**src/rtl/commit_unit.sv**
```systemverilog
// ---------------------------------------------------------------------------
// commit_unit
//
// Reorder-buffer commit stage. Rename allocates entries at the tail,
// execution units mark entries complete via the writeback ports, and up to
// RETIRE_WIDTH completed entries retire in order from the head each cycle.
// An entry that completes with an exception raises a one-cycle flush pulse
// when it reaches the head. The buffer then spends one cycle in FLUSH,
// where it is emptied and ignores all traffic.
//
// Ports
//   clk, rst        clock; synchronous active-high reset
//   alloc_*         allocation request / grant and the granted index (tail)
//   wb_*            per-port completion strobe, index, result and exception
//   ret_*           per-lane retire strobe, dest preg, value and ROB index
//   flush*          exception flush pulse and the faulting index
//   count           number of occupied entries (0..ROB_DEPTH)
// ---------------------------------------------------------------------------
module commit_unit #(
  parameter int ROB_DEPTH    = 16,
  parameter int RETIRE_WIDTH = 2,
  parameter int WB_PORTS     = 2,
  parameter int DATA_WIDTH   = 32,
  parameter int PREG_W       = 6,
  localparam int IDX_W       = $clog2(ROB_DEPTH)
) (
  input  logic                                    clk,
  input  logic                                    rst,
  input  logic                                    alloc_valid,
  input  logic [PREG_W-1:0]                       alloc_dest,
  output logic                                    alloc_ready,
  output logic [IDX_W-1:0]                        alloc_rob_addr,
  input  logic [WB_PORTS-1:0]                     wb_valid,
  input  logic [WB_PORTS-1:0][IDX_W-1:0]          wb_rob_addr,
  input  logic [WB_PORTS-1:0][DATA_WIDTH-1:0]     wb_value,
  input  logic [WB_PORTS-1:0]                     wb_exc,
  output logic [RETIRE_WIDTH-1:0]                 ret_valid,
  output logic [RETIRE_WIDTH-1:0][PREG_W-1:0]     ret_dest,
  output logic [RETIRE_WIDTH-1:0][DATA_WIDTH-1:0] ret_value,
  output logic [RETIRE_WIDTH-1:0][IDX_W-1:0]      ret_rob_addr,
  output logic                                    flush,
  output logic [IDX_W-1:0]                        flush_rob_addr,
  output logic [IDX_W:0]                          count
);

  typedef enum logic {RUN, FLUSH} state_e;

  localparam logic [IDX_W:0] PTR_ONE = (IDX_W+1)'(1);

  state_e state_q, state_d;

  // Head/tail carry an extra wrap bit so full and empty are distinguishable.
  logic [IDX_W:0] head_q, head_d;
  logic [IDX_W:0] tail_q, tail_d;
  logic [IDX_W:0] count_q, count_d;

  logic [ROB_DEPTH-1:0]                 valid_q, valid_d;
  logic [ROB_DEPTH-1:0]                 done_q, done_d;
  logic [ROB_DEPTH-1:0]                 exc_q, exc_d;
  logic [ROB_DEPTH-1:0][PREG_W-1:0]     dest_q, dest_d;
  logic [ROB_DEPTH-1:0][DATA_WIDTH-1:0] value_q, value_d;

  logic [IDX_W-1:0] headIdx;
  logic [IDX_W-1:0] tailIdx;
  logic             isFull;
  logic             allocFire;
  logic [IDX_W:0]   retireCnt;
  logic [IDX_W-1:0] laneIdx;
  logic             laneOk;

  assign headIdx = head_q[IDX_W-1:0];
  assign tailIdx = tail_q[IDX_W-1:0];
  assign isFull  = (headIdx == tailIdx) && (head_q[IDX_W] != tail_q[IDX_W]);

  assign alloc_ready    = !rst && !isFull && (state_q == RUN);
  assign alloc_rob_addr = tailIdx;
  assign allocFire      = alloc_valid && alloc_ready;
  assign count          = count_q;

  // An excepting head entry blocks lane 0, so nothing retires in the
  // flush cycle without any extra gating.
  assign flush = !rst && (state_q == RUN) && valid_q[headIdx] &&
                 done_q[headIdx] && exc_q[headIdx];
  assign flush_rob_addr = headIdx;

  // Retire lanes look only at registered state. Each lane also needs every
  // older lane to retire, which keeps retirement strictly in order and
  // stops it just before an excepting entry.
  always_comb begin
    ret_valid    = '0;
    ret_dest     = '0;
    ret_value    = '0;
    ret_rob_addr = '0;
    retireCnt    = '0;
    laneOk       = 1'b1;
    laneIdx      = '0;
    for (int k = 0; k < RETIRE_WIDTH; k++) begin
      laneIdx         = headIdx + IDX_W'(k);
      ret_rob_addr[k] = laneIdx;
      ret_dest[k]     = dest_q[laneIdx];
      ret_value[k]    = value_q[laneIdx];
      laneOk          = laneOk && valid_q[laneIdx] && done_q[laneIdx] && !exc_q[laneIdx];
      ret_valid[k]    = laneOk && (state_q == RUN) && !rst;
      if (ret_valid[k]) retireCnt = retireCnt + PTR_ONE;
    end
  end

  // Next-state logic for the FSM, pointers and entry storage.
  always_comb begin
    state_d = state_q;
    head_d  = head_q;
    tail_d  = tail_q;
    count_d = count_q;
    valid_d = valid_q;
    done_d  = done_q;
    exc_d   = exc_q;
    dest_d  = dest_q;
    value_d = value_q;

    case (state_q)
      RUN: begin
        for (int k = 0; k < RETIRE_WIDTH; k++) begin
          if (ret_valid[k]) valid_d[headIdx + IDX_W'(k)] = 1'b0;
        end
        head_d = head_q + retireCnt;

        // Later ports overwrite earlier ones, so the highest port wins a
        // same-entry collision.
        for (int p = 0; p < WB_PORTS; p++) begin
          if (wb_valid[p] && valid_q[wb_rob_addr[p]]) begin
            done_d[wb_rob_addr[p]]  = 1'b1;
            value_d[wb_rob_addr[p]] = wb_value[p];
            exc_d[wb_rob_addr[p]]   = wb_exc[p];
          end
        end

        // Allocation never targets a valid entry (buffer is not full), so
        // it cannot collide with a writeback or a retirement.
        if (allocFire) begin
          valid_d[tailIdx] = 1'b1;
          done_d[tailIdx]  = 1'b0;
          exc_d[tailIdx]   = 1'b0;
          dest_d[tailIdx]  = alloc_dest;
          tail_d           = tail_q + PTR_ONE;
        end
        count_d = count_q + (allocFire ? PTR_ONE : '0) - retireCnt;

        if (flush) begin
          state_d = FLUSH;
          valid_d = '0;
          head_d  = '0;
          tail_d  = '0;
          count_d = '0;
        end
      end
      FLUSH: begin
        state_d = RUN;
        valid_d = '0;
        head_d  = '0;
        tail_d  = '0;
        count_d = '0;
      end
      default: state_d = RUN;
    endcase
  end

  // Control state is reset; the payload fields are always qualified by
  // valid, so they need no reset.
  always_ff @(posedge clk) begin
    if (rst) begin
      state_q <= RUN;
      head_q  <= '0;
      tail_q  <= '0;
      count_q <= '0;
      valid_q <= '0;
    end else begin
      state_q <= state_d;
      head_q  <= head_d;
      tail_q  <= tail_d;
      count_q <= count_d;
      valid_q <= valid_d;
    end
  end

  always_ff @(posedge clk) begin
    done_q  <= done_d;
    exc_q   <= exc_d;
    dest_q  <= dest_d;
    value_q <= value_d;
  end

endmodule

```
**config.mk**
```make
export PLATFORM = sky130hd
export DESIGN_NAME = commit_unit
export DESIGN_NICKNAME = d
export VERILOG_FILES = /design/src/rtl/commit_unit.sv
export SDC_FILE = /design/constraint.sdc
export NUM_CORES = 2
export LEC_CHECK = 0
export CAP_MARGIN = 10
export CORE_MARGIN = 2
export CORE_UTILIZATION = 60
export DETAILED_ROUTE_END_ITERATION = 10
export PLACE_DENSITY_LB_ADDON = 0.1
export SLEW_MARGIN = 40
export SYNTH_ARGS = -nofsm -noshare
export SYNTH_HDL_FRONTEND = slang
export SYNTH_SLANG_ARGS = --single-unit
```
**constraint.sdc**
```tcl
create_clock -name clk -period 15.3 [get_ports clk]
set_input_delay 2.295 -clock clk [delete_from_list [all_inputs] [get_ports clk]]
set_output_delay 2.295 -clock clk [all_outputs]
set_load 0.02 [all_outputs]
```
==> results.json <==
{
  "post_dp_cell_area_sq_um": 45300,
  "ctsResizeCount": 0,
  "cts_setup_buffers": 0,
  "crit_family": "buffers and inverters",
  "worstPathArrival_ns": 5.00,
  "hold_buffers": 0,
  "regArea_sq_um": 19900,
  "ioPinCount": 186,
  "pre_cts_slack_ns": 8.18,
  "first_global_vias": 29350,
  "r2r-end": "count[4]",
  "finalPower_mw": 5.57,
  "relSlewSlack_pct": 42.9,
  "grt_max_degree": 131,
  "worst_slack_ns": 8.00,
  "clk_path_buf_depth": 3,
  "die-height_um": 270,
  "synthCells": 3396,
  "gr-total-overflow": 0,
  "wl_met2_mm": 59.8,
  "wl_met1_mm": 49.4,
  "final_common_cell": "edfxtp_1",
  "clkLatencyLatePin_ns": 0.63,
  "path_buf_inv": 4,
  "layout_common_cells": "edfxtp_1, mux2i_1, mux4_2",
  "critPathMaxStageDelay_ns": 0.83,
  "clock_skew_ns": 0.0159,
  "gp_congestion": 0.921,
  "p_per_area_nw_per_um2": 117,
  "highest_layer": "met5",
  "ys_warn_count": 0,
  "p_int_mw": 4.08,
  "rows": 97,
  "drt-initial-drc-count": 4644,
  "vias_per_cell": 7.08,
  "num_vias": 30763,
  "slew_viol_final": 0,
  "rsz0062_at_grt": "no",
  "yosysUniqueCellTypes": 61,
  "start_util_pct": 60.7,
  "fillers": 4994,
  "path_clk_slew_ns": 0.07,
  "tightest_slew_ns": 0.855,
  "grtUsageTotal_pct": 35.5,
  "cts-root-buf": "clkbuf_16",
  "avgRoutedWirePerCell_um": 30.2,
  "post-route-period-util_pct": 47.7,
  "critical_path.cell_chain": "inv_1, ha_4, buf_12, buf_4, mux4_2, mux4_2, clkdlybuf4s50_1",
  "drc_errors": 0,
  "r2r-start": "head_q[1]",
  "synth_top_area_share_pct": 45.2,
  "syn-num-nets": 3500,
  "max-cap-violations": 0,
  "layout.cells.non_filler": 4343,
  "post-route-util_pct": 68.2,
  "whs_ns": 0.559,
  "cp-start-kind": "flip-flop",
  "critPathMostFrequentCell": "mux4_2",
  "holdCritPathClass": "reg2reg",
  "grt_pass1_wl_mm": 192,
  "cpMaxStageDelayCell": "dfxtp_4",
  "cts_max_level": 3,
  "fmax_mhz": 137,
  "async_flop_share_pct": 0,
  "cts_tree": "done",
  "synth_edf_count": 640,
  "p_seq_share_pct": 48.9,
  "first_pass_iters": 9,
  "postRouteAntennaNets": 0,
  "die_w_um": 270,
  "reg2reg_depth": 19,
  "core_area_sq_um": 70000,
  "power_frac_comb_pct": 18.3,
  "switching_power_mw": 1.49,
  "reg2reg_slack_ns": 9.63,
  "multi_input_area_sq_um": 21200,
  "path_class": "reg2out",
  "routed_wl_mm": 131,
  "muxShareOfSynthArea_pct": 33.5,
  "min_path_cells": 2,
  "synthToLayoutAreaGrowth_pct": 12.4,
  "finalHoldViolations": 0,
  "cts_buffers": 76,
  "placedCellCount": 4202,
  "synth_seq_cells": 672,
  "synthAdderAreaFrac_pct": 0.595,
  "port-buffer-count": 185,
  "clockPowerShare_pct": 32.8,
  "yosys-top-cells-area": "edfxtp_1, mux4_2, mux2i_1",
  "worst_setup_path_end_kind": "output port",
  "final_nets": 3445,
  "synth_largest_area_cell": "edfxtp_1",
  "synth_flop_cell": "edfxtp_1",
  "leakage_nw": 14.5,
  "synth_top_family_by_area": "multiplexers",
  "die-area_sq_um": 72900,
  "synthSimpleGateAreaFrac_pct": 7.27,
  "status": "completed",
  "antenna_found_initial": 11,
  "clkSinkCount": 672,
  "drive_above_1_share_pct": 18.9,
  "fin_setup_tns_ns": 0,
  "ir_drop_mv": 0.105,
  "hpwl_mm": 78.0,
  "final_area_sq_um": 47700,
  "synth_xor_xnor_area_share_pct": 0.351,
  "min_period_ns": 7.30,
  "min-delay-start": "tail_q[4]",
  "critPathMaxFanout": 50,
  "synth_compound_area_share_pct": 7.39,
  "setup_viol": 0,
  "avgSynthCellArea_sq_um": 12.5,
  "syn_area_sq_um": 42500,
  "min_to": "tail_q[4]",
  "yosysSeqAreaShare_pct": 46.7,
  "cp.required_ns": 13.01,
  "wl_met3_mm": 17.3,
  "power_switching_share_pct": 26.8
}
-- layer usage --
| layer | up-vias | GRT usage, % |
|---|---|---|
| met4 | 12 | 11.7 |
| li1 | 12924 | - |
| met1 | 15359 | 50.4 |
| met5 | - | 0 |
| met3 | 308 | 9.82 |
| met2 | 2160 | 53.3 |
-- Yosys cell counts (3+ instances only) --
| library cell | n |
|---|---|
| edfxtp_1 | 640 |
| mux2i_1 | 530 |
| a211oi_1 | 10 |
| a21oi_1 | 318 |
| nand2b_1 | 4 |
| nor3b_1 | 5 |
| nand2_1 | 280 |
| and3_1 | 22 |
| buf_6 | 3 |
| nor2b_1 | 11 |
| nor3_1 | 9 |
| dfxtp_1 | 32 |
| buf_1 | 105 |
| ha_1 | 17 |
| inv_1 | 33 |
| xor2_1 | 11 |
| o211ai_1 | 4 |
| o21ai_0 | 230 |
| nand3b_1 | 13 |
| nor2_1 | 344 |
| clkbuf_1 | 209 |
| nor2_4 | 8 |
| nand3_1 | 24 |
| a31o_2 | 3 |
| buf_2 | 62 |
| buf_4 | 12 |
| a31oi_1 | 10 |
| and2_1 | 4 |
| mux4_2 | 395 |
| xnor2_1 | 6 |
-- tightest hold or removal path, cell delays in order (launching register included) --
cell and delay [ns]:
dfxtp_1 0.36, xnor2_1 0.08, nor2_1 0.08
-- how the worst max path moves through the flow --
stage                     cells past startpoint      start             to
after detailed placement                      8        rst   ret_valid[1]
after global routing                          9  head_q[1]   ret_valid[1]
after CTS                                     6  head_q[0]  ret_value[60]
final                                         7  head_q[1]  ret_value[59]
after floorplan                               1    state_q      done_q[0]
after global placement                        8        rst   ret_valid[1]
-- kinds of logic (layout without fill, tap and decap cells) --
group	Yosys count	in the layout
other	0	4
buffers and inverters	427	430
AND/OR/NAND/NOR	737	737
adder cells (fa/ha/maj)	19	19
flip-flops	672	672
XOR/XNOR	17	17
multiplexers	927	927
AO/OA/AOI/OAI	597	597
-- power groups by stage --
stage	clock network, mW	logic (mW)	registers (mW)
finish	1.83	1.02	2.72
global route	1.91	1.10	2.75
CTS	1.84	1.02	2.70
detailed placement	0	1.01	2.74
global placement	0	0.966	2.71
floorplan	0	0.738	2.62
-- registers in the layout (all words and copies together) (netlist names) --
signal	count
tail_q	5
done_q	16
valid_q	16
value_q	512
dest_q	96
state_q	1
exc_q	16
count	5
head_q	5
-- area by class of cell --
class	instances	share of cell area, %
antenna	4	0.0210
clock buffer	93	4.27
clock inverter	43	0.823
inverter	36	0.325
multi-input combinational	2297	44.4
sequential	672	41.6
tap	940	2.46
timing repair buffer	258	6.10
Power figures use the tool's default switching activity.
